**src/rtl/uart_rx_param.sv**
```systemverilog
// uart_rx_param: parametrised UART receiver for the host serial link.
// Two-FF input synchroniser, mid-bit sampling, start-glitch rejection,
// framing and overrun detection, one-word valid/ready output buffer.
// Optional parity checking is built when UART_RX_PARITY_EN is defined;
// without it the frame is start, DATA_BITS, stop and parity_err_o is 0.
//
// state    | meaning
// ---------+--------------------------------------------------------
// S_IDLE   | line idle, waiting for a low level on rx_s
// S_START  | timing to the middle of the start bit, re-checking it
// S_DATA   | sampling DATA_BITS data bits, LSB first
// S_PARITY | sampling the parity bit (UART_RX_PARITY_EN only)
// S_STOP   | sampling the stop bit, delivering or rejecting the word
// S_BRK    | stop bit was low; waiting for the line to return high
module uart_rx_param #(
    parameter int CLK_HZ     = 48000000,
    parameter int BAUD       = 57600,
    parameter int DATA_BITS  = 8,
    parameter int PARITY_ODD = 0
) (
    input  logic                 clk,
    input  logic                 rst,
    input  logic                 rx_i,
    output logic [DATA_BITS-1:0] rx_data_o,
    output logic                 rx_valid_o,
    input  logic                 rx_ready_i,
    output logic                 frame_err_o,
    output logic                 parity_err_o,
    output logic                 overrun_o,
    input  logic                 overrun_clr_i,
    output logic                 busy_o
);

    localparam int CLKS_PER_BIT = CLK_HZ / BAUD;
    localparam int HALF_BIT     = CLKS_PER_BIT / 2;
    localparam int CNT_W        = $clog2(CLKS_PER_BIT);
    localparam int IDX_W        = $clog2(DATA_BITS + 1);

    localparam logic [CNT_W-1:0] CNT_FULL = CNT_W'(CLKS_PER_BIT - 1);
    localparam logic [CNT_W-1:0] CNT_HALF = CNT_W'(HALF_BIT - 1);
    localparam logic [IDX_W-1:0] IDX_LAST = IDX_W'(DATA_BITS - 1);

    // Reject parameter sets the datapath was not sized for.
    if (DATA_BITS < 5 || DATA_BITS > 9 || PARITY_ODD < 0 || PARITY_ODD > 1 ||
        CLKS_PER_BIT < 4) begin : g_bad_param
        $error("uart_rx_param: unsupported parameter set");
    end

    typedef enum logic [2:0] {
        S_IDLE,
        S_START,
        S_DATA,
        S_PARITY,
        S_STOP,
        S_BRK
    } state_t;

    state_t                 state;
    logic                   rx_meta;
    logic                   rx_s;
    logic [CNT_W-1:0]       cnt;
    logic [IDX_W-1:0]       idx;
    logic [DATA_BITS-1:0]   shift;
    logic                   par_ok;
    logic                   deliver;

`ifdef UART_RX_PARITY_EN
    logic                   par_bit;

    // Data plus parity bit must have the configured overall sense.
    assign par_ok = (^shift ^ par_bit) == (PARITY_ODD != 0);
`else
    assign par_ok       = 1'b1;
    assign parity_err_o = 1'b0;
`endif

    // A word is handed over only on a good stop bit with good parity.
    assign deliver = (state == S_STOP) && (cnt == CNT_FULL) && rx_s && par_ok;
    assign busy_o  = (state != S_IDLE);

    // Two-FF synchroniser; resets to the idle-high line level.
    always_ff @(posedge clk) begin
        if (rst) begin
            rx_meta <= 1'b1;
            rx_s    <= 1'b1;
        end else begin
            rx_meta <= rx_i;
            rx_s    <= rx_meta;
        end
    end

    // Receive FSM with output buffer, error pulses and sticky overrun.
    always_ff @(posedge clk) begin
        if (rst) begin
            state       <= S_IDLE;
            cnt         <= '0;
            idx         <= '0;
            shift       <= '0;
            rx_data_o   <= '0;
            rx_valid_o  <= 1'b0;
            frame_err_o <= 1'b0;
            overrun_o   <= 1'b0;
`ifdef UART_RX_PARITY_EN
            par_bit      <= 1'b0;
            parity_err_o <= 1'b0;
`endif
        end else begin
            frame_err_o <= 1'b0;
`ifdef UART_RX_PARITY_EN
            parity_err_o <= 1'b0;
`endif
            case (state)
                S_IDLE: begin
                    cnt <= '0;
                    idx <= '0;
                    if (!rx_s) begin
                        state <= S_START;
                    end
                end
                S_START: begin
                    if (cnt == CNT_HALF) begin
                        cnt   <= '0;
                        state <= rx_s ? S_IDLE : S_DATA;
                    end else begin
                        cnt <= cnt + 1'b1;
                    end
                end
                S_DATA: begin
                    if (cnt == CNT_FULL) begin
                        cnt   <= '0;
                        // LSB arrives first, so shift right from the top.
                        shift <= {rx_s, shift[DATA_BITS-1:1]};
                        if (idx == IDX_LAST) begin
                            idx <= '0;
`ifdef UART_RX_PARITY_EN
                            state <= S_PARITY;
`else
                            state <= S_STOP;
`endif
                        end else begin
                            idx <= idx + 1'b1;
                        end
                    end else begin
                        cnt <= cnt + 1'b1;
                    end
                end
`ifdef UART_RX_PARITY_EN
                S_PARITY: begin
                    if (cnt == CNT_FULL) begin
                        cnt     <= '0;
                        par_bit <= rx_s;
                        state   <= S_STOP;
                    end else begin
                        cnt <= cnt + 1'b1;
                    end
                end
`endif
                S_STOP: begin
                    if (cnt == CNT_FULL) begin
                        cnt <= '0;
                        if (rx_s) begin
                            state <= S_IDLE;
`ifdef UART_RX_PARITY_EN
                            parity_err_o <= !par_ok;
`endif
                        end else begin
                            frame_err_o <= 1'b1;
                            state       <= S_BRK;
                        end
                    end else begin
                        cnt <= cnt + 1'b1;
                    end
                end
                S_BRK: begin
                    if (rx_s) begin
                        state <= S_IDLE;
                    end
                end
                default: state <= S_IDLE;
            endcase

            // Clear first so that a same-cycle overrun set takes priority.
            if (overrun_clr_i) begin
                overrun_o <= 1'b0;
            end

            if (deliver) begin
                if (!rx_valid_o || rx_ready_i) begin
                    rx_data_o  <= shift;
                    rx_valid_o <= 1'b1;
                end else begin
                    overrun_o <= 1'b1;
                end
            end else if (rx_valid_o && rx_ready_i) begin
                rx_valid_o <= 1'b0;
            end
        end
    end

endmodule
```
**config.mk**
```make
export PLATFORM = sky130hd
export DESIGN_NAME = uart_rx_param
export DESIGN_NICKNAME = d
export VERILOG_FILES = /design/src/rtl/uart_rx_param.sv
export SDC_FILE = /design/constraint.sdc
export NUM_CORES = 1
export LEC_CHECK = 0
export ABC_CLOCK_PERIOD_IN_PS = 2500
export CAP_MARGIN = 20
export CORE_AREA = 2 2 89 65
export CTS_CLUSTER_DIAMETER = 100
export CTS_CLUSTER_SIZE = 40
export DETAILED_ROUTE_END_ITERATION = 10
export DIE_AREA = 0 0 91 67
export GPL_ROUTABILITY_DRIVEN = 0
export SLEW_MARGIN = 20
export SYNTH_ARGS = -nofsm -noshare
export SYNTH_HDL_FRONTEND = slang
export SYNTH_SLANG_ARGS = --single-unit
```
**constraint.sdc**
```tcl
create_clock -name clk -period 2.5 [get_ports clk]
set_input_delay 0.375 -clock clk [delete_from_list [all_inputs] [get_ports clk]]
set_output_delay 0.375 -clock clk [all_outputs]
set_load 0.01 [all_outputs]
```
Word-level counts from Yosys, hierarchy flattened
Cells that the tools add are included.
Widths: inputs -> output; s select.

storage, ports and cells
  output and inout bits = 13
  bits in latches = 0
  word-level logic and storage cells = 67
  flip-flop bits (word level) = 38
  bits in writable memories = 0
  bits of input ports = 5
  memory bits (read-only) = 0
  memories = 0

cells by class
  bitwise gates (word level) = 2
  muxes and demuxes = 22
  div/mod/pow operators = 0
  shift operators = 0
  equal/unequal tests = 14
  multipliers = 0
  $lt $le $gt $ge = 0
  reductions and logical operators = 17
  add/sub/neg operators = 2

operator list
  kind                   count
  $pmux 10 s3            1
  $mux 3                 7
  $mux 10                2
  $pmux 3 s5             1
  $add 10x1->10 const B  1
  $eq 10x10->1 const B   1
  $eq 10x9->1 const B    1
  $ne 2x2->1 const B     5
  $mux 4                 2
  $pmux 4 s2             1
  $reduce_and 2->1       4
  $mux 1                 7
  $eq 3x3->1 const B     2
  $reduce_and 6->1       1
  $reduce_bool 3->1      2
  $add 4x1->4 const B    1
  $eq 4x3->1 const B     1
  $ne 2x1->1 const B     2
  $reduce_bool 2->1      2
  $eq 3x1->1 const B     1
  $eq 3x2->1 const B     1
  $logic_and 1x1->1      3
  $logic_not 3->1        1
  $reduce_or 3->1        1
  other kinds (5)        6

Logic depth before layout (Yosys ltp)
Gate-level depths: netlist (run 1).

  word-level depth = 5
  mapped depth = 7
  gate-level depth less buffers = 6

Worst setup path before layout (run 1)
Ideal clock, no wire load.

  path type = register to register
  start point = register cnt[2]
  end point = register idx[3]
  setup slack = 593 ps
  setup time = 70 ps
  path buffers = 1
  period minus slack after synthesis = 1,907 ps
  arrival = 1,837 ps
  stages on the path, launching flop included = 7
  required time = 2,430 ps
  path through = dfxtp_1 > buf_6 > nor3_2 > nand4_4 > a211o_1 > or4b_1 > a21oi_1

between the ends
  longest elaborated chain between the ends = 3

RTL lines
  item                        line  source
  from (decl)                 61    logic [CNT_W-1:0] cnt;
  from (signal assigned)      125   cnt <= cnt + 1'b1;
  from (signal assigned)      144   cnt <= cnt + 1'b1;
  from (signal assigned)      171   cnt <= cnt + 1'b1;
  $eq 10x10->1                129   if (cnt == CNT_FULL) begin
  $ne 2x2->1 (no line)        n/a
  $reduce_and 2->1 (no line)  n/a
  to (signal assigned)        141   idx <= idx + 1'b1;
  to (decl)                   62    logic [IDX_W-1:0] idx;

Every way passes these cells.
A chain may end at the register's enable or synchronous reset.

Worst setup path in the final report (run 1)
  start point = register cnt[7]
  end point = register idx[3]

Same word-level chain as after synthesis.

==> results.txt, run 1 <==
The run finished with clean final reports. Synthesis instantiated between 40 and 50 different standard cells from the library. The critical path in this run is classified as reg2reg. The post-synthesis net count is 211. The class of the most critical hold timing path is reg2reg.

The minimum clock period after layout came out at between 2 and 2.5 ns. The async set-reset flop share out of synthesis is 0%. The critical path launch point type is a flop.

The clock net in this run drives a total of 38 sinks. Setup repair after global routing left no endpoint under its margin. The register area came out at roughly 760 um^2. The worst slew margin relative to its limit is 51.4%. The count of endpoints failing setup in the final report came out at 0. The share of final-layout standard cells stronger than drive strength 1 is 11.2%. The number of clock buffers inserted by TritonCTS is 5. The via count of the first global-routing pass came out at approximately 1,300. Compared with the post-synthesis result, the final layout area differs by 20.6%. 18 I/O pins were placed.

The number of placed instances, taps included, is 287. The starting density of the core is 34.6%. After detailed routing, the number of remaining DRC violations is 0.

For this run, the leading register cell type out of synthesis is dfxtp_1. The routed wire length per instance came out at between 10 and 15 um. The timing-limited maximum frequency is 479 MHz.

The floorplan step set the die width to around 91 um. The sum of met3 wire segment lengths after detailed routing is 136 um. Max-cap violations in this run came to 0.

Across all register-to-register paths, the minimum setup slack is a little over 0.4 ns. The number of enable-type register cells in the synthesized netlist is 0. The arrival time at the worst endpoint came out at approximately 2.3 ns. The worst-case clock buffer depth is 2.

The pre-antenna-repair detailed-routing pass consisted of 4 iterations. Measured along the y axis, the die boundary spans ~67 um. The number of port buffers is 16. The wire length on met2 is 1470 um. The largest net degree at the start of global routing is 20.

The final net count is 230. IR analysis of the VDD net gives a maximum drop of 274 uV. The detailed router used layers up to and including met4. The synthesized cell area came out at 1790 um^2. The wire-length estimate of the detail-placed layout is 2420 um. The clock arrives with 0.00537 ns of skew. The post-route antenna net violation count came out at 0. Counting flops and latches in the post-synthesis netlist gives 38. The initial antenna violation count is 0. Post-CTS timing repair inserted 0 buffers for setup.

The total vias in the final route is 1,448. The cell count after synthesis came out at ~200. The mean instance size in the synthesized netlist is 8.81 um^2.

The H-tree depth reported by CTS came out at 2. The first global-routing pass estimated between 6000 and 7000 um of wire. For this design, the CTS-stage hold fixing added 0 buffers. The number of antenna repair diodes is 0. Dividing the detail-routed via count by the number of cells gives between 4 and 5. The remaining global-route overflow is 0.

For this run, the register share of the synthesized area comes to approximately 43%. The area of the multi-input gates came out at 953 um^2. The clock tree from TritonCTS is done. At the pin with the least slew margin, the transition time is 0.727 ns.

The clock transition at the registers of the reported paths came out at 0.08 ns. For this run, the total global-route usage over all layers was measured as 12.9%. In this run the power density over the cells is 590 nW/um^2. In the layout the commonest cells are 38 x dfxtp_1, 33 x nor2_1, 17 x mux2i_1. At the worst endpoint, the required time is 2.73 ns. The final wirelength is 3610 um. For this design the static power due to leakage is 0.751 nW. The clock latency of the later-clocked register in the worst-skew pair is a little under 0.3 ns. Leaving out filler cells and counting taps, the final layout contains about 300. The overall die area came out at 6100 um^2. The most common library cell in the layout ignoring fill and taps is dfxtp_1.

The number of cell rows came out at 22. The sort of element at the end of the critical path is a flop. The detailed router's first-iteration violation count came out at 63.

The count of synthesis-stage warnings from yosys is 0. The number of gates resized after CTS was 0. The core footprint is 5170 um^2. The layout filler cell count came out at 545.

The portion of the clock cycle consumed by the worst path in the final layout is between 80% and 90%. The tree is rooted in a clkbuf_8. After detailed routing, the wire length on met1 is between 1500 and 2000 um.

The number of failing hold endpoints at the final stage is 0. The number of max-slew violations in the final report came out at 0. The accumulated negative setup slack came out at 0 ns. Of all nets on the critical path, the largest fanout is 9.
==> routing by layer <==
layer,vias up,global-route usage [%]
met1,655,18.3
met5,-,0
met2,31,18.1
met4,0,6.82
met3,6,2.71
li1,756,-
==> synthesized netlist by cell type (2+ instances only) <==
library cell   n  area share [%]
or3b_1         2            0.98
nand4_1        3             1.0
nand3b_1       4             1.7
o21ai_1        3            0.84
ha_1           3             2.1
nand3_1       10             2.8
or4_1          2            0.84
a211oi_1       2            0.84
a22oi_1        2            0.84
dfxtp_1       38              43
a31oi_1        8             2.8
nand2_1       12             2.5
or3_1          6             2.1
or2_2          4             1.4
nor2_1        33             6.9
mux2i_1       17             9.5
nor2b_1        4             1.4
o21ai_0        2            0.56
clkbuf_1      10             2.1
inv_1          5             1.0
a21oi_1        9             2.5
==> where the power goes <==
part / switching [mW] / total (mW) / internal (mW)
Sequential: 0.0118 / 0.624 / 0.613
Combinational: 0.0701 / 0.122 / 0.0517
Clock: 0.229 / 0.526 / 0.297
==> worst paths after layout <==
| path | start | end | cells past startpoint |
|---|---|---|---|
| max reg2reg | cnt[7]$_SDFFE_PP0P_ | idx[3]$_SDFFE_PP0P_ | 5 |
| min reg2reg | rx_meta$_SDFF_PP1_ | rx_s$_SDFF_PP1_ | 1 |
| max | cnt[7]$_SDFFE_PP0P_ | idx[3]$_SDFFE_PP0P_ | 5 |
| min | rx_meta$_SDFF_PP1_ | rx_s$_SDFF_PP1_ | 1 |
==> state kept, by name, indices dropped and copies added, names as in the netlist <==
| register | count |
|---|---|
| state | 3 |
| rx_meta | 1 |
| cnt | 10 |
| overrun_o | 1 |
| rx_s | 1 |
| rx_valid_o | 1 |
| shift | 8 |
| idx | 4 |
| frame_err_o | 1 |
| rx_data_o | 8 |
==> final cells by class <==
cell class | instances | area share [%]
sequential | 38 | 35.3
inverter | 5 | 0.870
clock inverter | 3 | 2.09
timing repair buffer | 24 | 10.2
clock buffer | 5 | 3.19
multi-input combinational | 148 | 44.2
tap | 72 | 4.18
==> cells by family after synthesis <==
family	Yosys count	synth area share, %
AND/OR/NAND/NOR	92	28.9
flip-flops	38	42.5
AO/OA/AOI/OAI	34	12.1
XOR/XNOR	1	0.490
other	1	0.210
adder cells (fa/ha/maj)	3	2.10
buffers and inverters	17	4.20
multiplexers	17	9.51
==> per-stage QoR <==
step	total power, mW	util (%)	setup WS (ns)	cell area [um^2]	hold WS (ns)
finish	1.27	41.7	0.412	2160	0.418
CTS	1.29	41.7	0.404	2160	0.420
floorplan	0.715	-	0.593	1790	0.389
global route	1.33	41.7	0.271	2160	0.446
global placement	0.759	39.5	0.492	2040	0.395
detailed placement	0.759	39.5	0.453	2040	0.392
==> critical path, cell delays in order, from the launching register on <==
cell      delay, ns
dfxtp_1        0.37
and4bb_1       0.35
nand4_4        0.19
a211o_1        0.43
or4b_1         0.52
a21oi_1        0.16
No activity file was read; power rests on OpenSTA's default activity.
==> inputs of run 2 (changes only) <==
--- a/config.mk
+++ b/config.mk
@@ -5,7 +5,7 @@
 export SDC_FILE = /design/constraint.sdc
 export NUM_CORES = 1
 export LEC_CHECK = 0
-export ABC_CLOCK_PERIOD_IN_PS = 2500
+export ABC_CLOCK_PERIOD_IN_PS = 1900
 export CAP_MARGIN = 20
 export CORE_AREA = 2 2 89 65
 export CTS_CLUSTER_DIAMETER = 100
==> constraint.sdc (replaced) <==
create_clock -name clk -period 1.9 [get_ports clk]
set_input_delay 0.285 -clock clk [delete_from_list [all_inputs] [get_ports clk]]
set_output_delay 0.285 -clock clk [all_outputs]
set_load 0.01 [all_outputs]
==> run 2 against run 1 <==
Net effect: non-clock buffer count up 13; hold slack got worse by 0.0056 ns; final area increased by 6.8%; critical path depth up 1; final cell count up 4.4%; core utilization grew 2.8 points; clock power is 29% higher; count of clock-buffer cells in the layout did not move; critical path type unchanged.
==> results.txt, run 2 (same netlist as run 1, synthesis figures left out) <==
The number of cell rows is 22 (unchanged). The remaining global-route overflow came out at 0 (unchanged). STA classifies the critical path endpoint as a flop. STA classifies the critical path startpoint as a flop. The accumulated negative setup slack came out at 0 ns (unchanged). The worst-case clock buffer depth came out at 2 (unchanged).

The share of power burned in registers is 48.6% (-0.5 points). The internal power came to 1.28 mW (+33%). The cell area reported after detailed placement came out at 2180 um^2 (+6.6%). The flip-flop count of the largest register after layout is 10 (unchanged).

The worst hold path belongs to the class reg2reg. The total vias in the final route came out at 1,484 (+2.5%). The vertical die dimension came to 67 um (unchanged). The switching part of the total power was 23.9% (-0.56 points). The met3 track demand over resource in global routing is 4.52% (+1.8 points). The run finished with clean final reports.

The leakage dissipation came out at 0.845 nW (+13%). The post-route antenna net violation count is 0 (unchanged). The timing-limited maximum frequency is 536 MHz (+12%). The first-pass GRT wire length came out at 6170 um (-0.77%).

The worst hold-check slack came to 0.412 ns (-0.00564 ns). The number of max-slew violations in the final report is 0 (unchanged). TritonCTS built the clock tree. The count of endpoints failing setup in the final report came out at 0 (unchanged). The portion of the clock cycle consumed by the worst path in the final layout is 98.2% (+15 points). The area of the multi-input gates is 968 um^2 (+1.6%). The maximum ir drop on the vdd rail is 381 uV (+39%). In this run the most used layer during global routing was met2. The setup skew after layout came out at 0.00422 ns (-0.00115 ns). The minimum clock period after layout is 1.87 ns (-0.223 ns). The H-tree depth reported by CTS is 2 (unchanged). The data required time of the worst path is 2.13 ns (-0.60 ns).

The core footprint came to 5170 um^2 (unchanged). The number of top-level pins is 18 (unchanged). The starting density of the core came out at 34.6% (unchanged). The number of buffers added for setup after CTS came out at 0 (unchanged). The total design power is 1.68 mW (+32%). The detailed router's first-iteration violation count is 124 (+97%). The design area is 2300 um^2 (+6.8%).

The number of cells in the finished layout apart from fillers is 308 (+4.4%). The largest registers in the layout are cnt x10, rx_data_o x8, shift x8. The clock transition at the registers of the reported paths came out at 0.08 ns (about the same). The HPWL after detailed placement came to 2550 um (+5.1%). The setup path with the least slack is of type reg2reg.

The number of antenna repair diodes came out at 0 (unchanged). The final net count was 243 (+5.7%). The clock group share of total power came to 40.4% (-0.9 points).

The overall fraction of global-route tracks in use came out at 12.9% (+0.046 points). The post-synthesis to final-layout area growth came out at 28.7%. Leaving out fill and tap cells, the most frequent cell in the layout is dfxtp_1. The share of final-layout standard cells stronger than drive strength 1 came out at 18.2% (+7.0 points).

The power density relative to cell area came out at 729 nW/um^2 (+24%). The number of placed instances with taps included is 300 (+4.5%). The register area is 763 um^2 (+0.33%). The maximum fanout along the worst path came out at 4 (-5). The width of the die is 91 um (unchanged). The largest net degree at the start of global routing came out at 39 (+95%).

The met2 usage is 18.8% (+0.65 points). The number of failing hold endpoints at the final stage came out at 0 (unchanged). In the layout the commonest cells are 36 x dfxtp_1, 33 x nor2_1, 18 x buf_4.

The layout filler cell count is 528 (-3.1%). The final wirelength was 3710 um (+2.6%). The via density per instance was 4.82 (-1.8%). The count of maximum capacitance violations came out at 0 (unchanged).

The number of buffers added to fix hold violations after cts was 0 (unchanged). The number of iterations in the first detailed-routing pass is 4 (unchanged). The overall die area is 6100 um^2 (unchanged). Setup repair after global routing could not meet its margin everywhere.

The switching power is 0.401 mW (+29%). The biggest cell delay along the critical path is 0.37 ns (-0.15 ns). The cell sitting at the root of the clock tree is a clkbuf_8. The via count of the first global-routing pass was 1,323 (+0.46%).

The number of port buffers came to 16 (unchanged). The clock sink count was 38 (unchanged). Counting flops per register, the top entry is cnt. The routed wire length per instance is 12.0 um (-1.7%).

The arrival time at the worst endpoint came out at 2.10 ns (-0.22 ns). Traced cell by cell, the critical path runs through and4bb_2, nand4_4, a211o_1, buf_4, or3b_1, a21oi_1. The DRC violation count after routing came to 0 (unchanged).

The number of clock buffers inserted by TritonCTS is 5 (unchanged). The met1 usage in global routing came to 17.6% (-0.63 points). The combinational power share came out at 11.1% (+1.5 points).

On the critical path, the stage with the largest delay is an instance of a211o_1. The initial antenna violation count was 0 (unchanged). The clock latency of the later-clocked register in the worst-skew pair is 0.29 ns (about the same).
-- run 2: worst max-delay path, delay by kind of cell (launching register included) --
family / cells / cell delay, ns
AOI/OAI and AO/OA: 2 / 0.49
buffers and inverters: 1 / 0.15
DFF: 1 / 0.34
and+or+nand+nor: 3 / 0.82
-- run 2: worst paths after layout --
check	from	endpoint	slack, ns	cells past startpoint
worst max-delay path	cnt[5]$_SDFFE_PP0P_	idx[0]$_SDFFE_PP0P_	0.03	6
worst min-delay path	rx_meta$_SDFF_PP1_	rx_s$_SDFF_PP1_	0.41	1
worst max register to register	cnt[5]$_SDFFE_PP0P_	idx[0]$_SDFFE_PP0P_	0.03	6
worst min register to register	rx_meta$_SDFF_PP1_	rx_s$_SDFF_PP1_	0.41	1
-- run 2: stage by stage --
| step | util (%) | setup WS, ns |
|---|---|---|
| after CTS | 44.2 | 0.0151 |
| final | 44.5 | 0.0346 |
| after detailed placement | 42.1 | 0.0433 |
| after global placement | 42.1 | 0.0484 |
| after floorplan | - | 0.0270 |
| after global routing | 44.5 | -0.0362 |
-- run 2: final cells by class --
type                       instances  share of cell area, %
multi-input combinational        148                   42.0
sequential                        38                   33.1
timing repair buffer              37                   15.4
tap                               72                   3.91
clock buffer                       5                   2.99
clock inverter                     3                   1.74
inverter                           5                  0.815
-- run 2: what timing repair did --
| action | CTS | global route |
|---|---|---|
| pin swaps | 0 | 7 |
| resized for setup | 1 | 6 |
| endpoints found under the setup margin | 1 | 17 |
-- run 2: power groups by stage --
stage | Combinational (mW) | Sequential [mW] | Clock (mW)
floorplan | 0.107 | 0.834 | 0
finish | 0.186 | 0.816 | 0.678
CTS | 0.180 | 0.816 | 0.693
global placement | 0.184 | 0.834 | 0
global route | 0.205 | 0.817 | 0.732
detailed placement | 0.181 | 0.834 | 0
-- run 2: routing by layer --
layer | share of wire (%) | vias up
li1 | - | 781
met4 | 0.89 | 0
met1 | 53 | 674
met3 | 4.0 | 4
met2 | 42 | 25
met5 | 0 | -
==> inputs of run 3 (changes only) <==
--- a/config.mk
+++ b/config.mk
@@ -5,13 +5,14 @@
 export SDC_FILE = /design/constraint.sdc
 export NUM_CORES = 1
 export LEC_CHECK = 0
+export ABC_AREA = 1
 export ABC_CLOCK_PERIOD_IN_PS = 1900
 export CAP_MARGIN = 20
-export CORE_AREA = 2 2 89 65
-export CTS_CLUSTER_DIAMETER = 100
+export CORE_AREA = 2 2 92 67
+export CTS_CLUSTER_DIAMETER = 150
 export CTS_CLUSTER_SIZE = 40
 export DETAILED_ROUTE_END_ITERATION = 10
-export DIE_AREA = 0 0 91 67
+export DIE_AREA = 0 0 94 69
 export GPL_ROUTABILITY_DRIVEN = 0
 export SLEW_MARGIN = 20
 export SYNTH_ARGS = -nofsm -noshare
==> run 3 against run 2 <==
Net effect: sequential share of layout area grew 0.53 points; first-iteration DRC count shrank 27%; synthesized cell count grew 36%; final cell count grew 21%; critical endpoint is now busy_o; largest cell class unchanged; highest routed layer unchanged.
==> results.txt, run 3 <==
In the post-synthesis netlist, the biggest area contributors are dfxtp_1 40%, nand2_1 14%, nor2_1 11%. In the layout the commonest cells are 69 x nand2_1, 56 x nor2_1, 38 x dfxtp_1. The power density relative to cell area was 1190 nW/um^2 (+63%). The share of the core filled with cells in the final layout was 40.3% (-4.2 points).

The first-pass GRT wire length came out at 6800 um (+10%). The most used flip-flop cell after synthesis is dfxtp_1. The worst-case clock buffer depth came out at 2 (unchanged). The overall die area came out at 6490 um^2 (+6.4%).

The cell area reported after detailed placement is 2150 um^2 (-1.5%). The overall fraction of global-route tracks in use is 13.3% (+0.43 points). The number of failing hold endpoints at the final stage came out at 0 (unchanged). The post-synthesis to final-layout area growth is 18.9%. The final net count is 306 (+26%).

The number of gates on the worst path with buffers counted was 3 (-3). The H-tree depth reported by CTS came to 2 (unchanged). The count of synthesis-stage warnings from yosys is 0 (unchanged). The starting density of the core is 33.9% (-0.71 points). The async set-reset flop share out of synthesis came out at 0% (unchanged). The number of iterations in the first detailed-routing pass is 4 (unchanged). The worst hold path begins at rx_meta$_SDFF_PP1_. The remaining global-route overflow was 0 (unchanged). The number of resized instances in the post-cts repair step is 0 (-1). The cell taking the most area after synthesis is dfxtp_1. The worst register-to-register path begins at cnt[0]$_SDFFE_PP0P_. The routed wire length per instance is 10.6 um (-12%). By area, the combinational part of the netlist is dominated by simple AND/OR/NAND/NOR gates. The number of placed instances with taps included is 366 (+22%).

The run finished with clean final reports. The width of the die came to 94 um (+3.3%). The area share of xor/xnor cells in the synthesized design came out at 1.38% (+0.89 points). The depth of the worst hold-timing path came to 1 (unchanged). The path class of the tightest hold or removal check is reg2reg. The number of max-slew violations in the final report is 0 (unchanged). The HPWL after detailed placement came out at 2880 um (+13%). The largest individual stage delay along the critical path comes from the cell clkdlybuf4s50_1. The largest net degree at the start of global routing came out at 26 (-33%). The post-synthesis net count came out at 285 (+35%). The complex-gate fraction of the synthesized area is 7.77% (-4.3 points). The number of antenna repair diodes came out at 0 (unchanged). The vertical die dimension came out at 69 um (+3.0%). Clock tree synthesis selected as its root buffer the cell clkbuf_8. The number of cell rows is 23 (+4.5%).

The post-synthesis share of cell area spent on full adders, half adders and majority gates came out at 1.97% (-0.12 points). The initial antenna violation count was 0 (unchanged). The design area is 2260 um^2 (-1.9%). The clock sink count came out at 38 (unchanged). The synthesized cell area is 1900 um^2 (+6.2%). The library cell used most frequently in the layout, excluding fill and tap cells, is nand2_1. The via count of the first global-routing pass came to 1,433 (+8.3%). The maximum fanout along the worst path is 6 (+2). The portion of the clock cycle consumed by the worst path in the final layout came out at 96.8% (-1.4 points). The data required time of the worst path came out at 1.62 ns (-0.51 ns).

The register area share after synthesis came out at 40.0% (-2.5 points). The mean instance size in the synthesized netlist came out at 6.86 um^2 (-22%). The critical path goes through inv_4, nand2_4, clkdlybuf4s50_1. Counting instances in the post-synthesis netlist gives the leading cell types as 69 x nand2_1, 56 x nor2_1, 38 x dfxtp_1, 36 x inv_1, 13 x o21ai_0. The final wirelength came to 3960 um (+6.7%). The core footprint came out at 5610 um^2 (+8.4%). The total vias in the final route is 1,642 (+11%). The DRC violation count after routing came to 0 (unchanged). The biggest cell delay along the critical path is 0.53 ns (+0.16 ns). The proportion of synthesized area in mux cells is 0% (-9.5 points). The maximum ir drop on the vdd rail came out at 807 uV (+110%). Tracing the worst setup path back leads to its startpoint at state[2]$_SDFFE_PP0P_. The share of final-layout standard cells stronger than drive strength 1 came to 10.0% (-8.2 points).

The post-route antenna net violation count came out at 0 (unchanged). The number of enable-type register cells in the synthesized netlist came out at 0 (unchanged). The worst hold-check slack was 0.417 ns (+0.00474 ns). The count of maximum capacitance violations is 0 (unchanged).

The detailed router's first-iteration violation count was 91 (-27%). cnt holds more flip-flops than any other register. The largest registers in the layout are cnt x10, rx_data_o x8, shift x8. Setup repair after global routing left no endpoint under its margin. STA classifies the critical path startpoint as a flop. The leakage dissipation is 1.03 nW (+22%). The cell family with the largest share of critical-path delay is buffers and inverters.

The clock transition at the registers of the reported paths is 0.08 ns (about the same). The via density per instance was 4.39 (-8.9%). The accumulated negative setup slack came out at 0 ns (unchanged).

The number of clock buffers inserted by TritonCTS came out at 5 (unchanged). The count of endpoints failing setup in the final report came to 0 (unchanged). TritonCTS built the clock tree. The worst setup path is captured at an output pin. The fraction of the mapped netlist area in simple logic gates is 39.4% (+10 points). The number of buffers added to fix hold violations after cts came out at 0 (unchanged). The cell count after synthesis is 277 (+36%). The setup skew after layout was 0.0120 ns (+0.00780 ns). The number of buffers and inverters on the critical path is 2 (+1). The number of buffers added for setup after CTS came out at 0 (unchanged). The distinct cell type count after synthesis is 33 (-27%). The flip-flop count of the largest register after layout came out at 10 (unchanged). The timing-limited maximum frequency came to 544 MHz (+1.4%). The critical path is of the reg2out type. The number of port buffers came out at 16 (unchanged). The number of top-level pins came out at 18 (unchanged). By instance count, the leading cell after synthesis is nand2_1. The minimum clock period after layout came out at 1.84 ns (-0.0259 ns). The number of cells on the worst reg-to-reg path came out at 9 (+3). The synthesized flop and latch total came out at 38 (unchanged).

The clock latency of the later-clocked register in the worst-skew pair came out at 0.30 ns (about the same). The number of cells in the finished layout apart from fillers is 374 (+21%). The area fraction of the dominant cell type after synthesis came out at 40.0% (-2.5 points).

The arrival time at the worst endpoint came out at 1.55 ns (-0.55 ns).
run 3: final timing paths:
| check | to | slack [ns] |
|---|---|---|
| max | busy_o | 0.06 |
| min | rx_s$_SDFF_PP1_ | 0.42 |
| max reg2reg | cnt[5]$_SDFFE_PP0P_ | 0.20 |
| min reg2reg | rx_s$_SDFF_PP1_ | 0.42 |
run 3: layout make-up:
type	count	area, um^2
clock buffers	5	68.8
multi-input cells	196	963
inverters	38	145
repair buffers	19	183
clock inverters	3	45.0
flip-flops and latches	38	761
fillers	605	3350
well taps	75	93.8
run 3: per-stage QoR:
stage / worst slack, ns / power (mW)
floorplan: 0.522 / 1.75
global placement: 0.248 / 1.99
detailed placement: 0.225 / 2.00
CTS: 0.0454 / 2.71
global route: 0.0116 / 2.90
finish: 0.0605 / 2.68
run 3: cell families after synthesis:
family                     Yosys count
adders and majority gates            3
and+or+nand+nor                    161
other                                1
AOI/OAI and AO/OA                   28
buffers and inverters               43
xor gates and xnor gates             3
DFF                                 38
run 3: metal layers:
metal	share of wire, %	track usage [%]
met1	57	20.8
met2	37	17.1
met3	4.3	3.61
met4	1.8	4.83
met5	0	0
run 3: power breakdown:
| part | internal [mW] | switching (mW) | leakage [nW] |
|---|---|---|---|
| registers | 0.864 | 0.0871 | 0.308 |
| clock network | 0.391 | 0.316 | 0.0504 |
| logic | 0.344 | 0.681 | 0.671 |
| total | 1.60 | 1.08 | 1.03 |
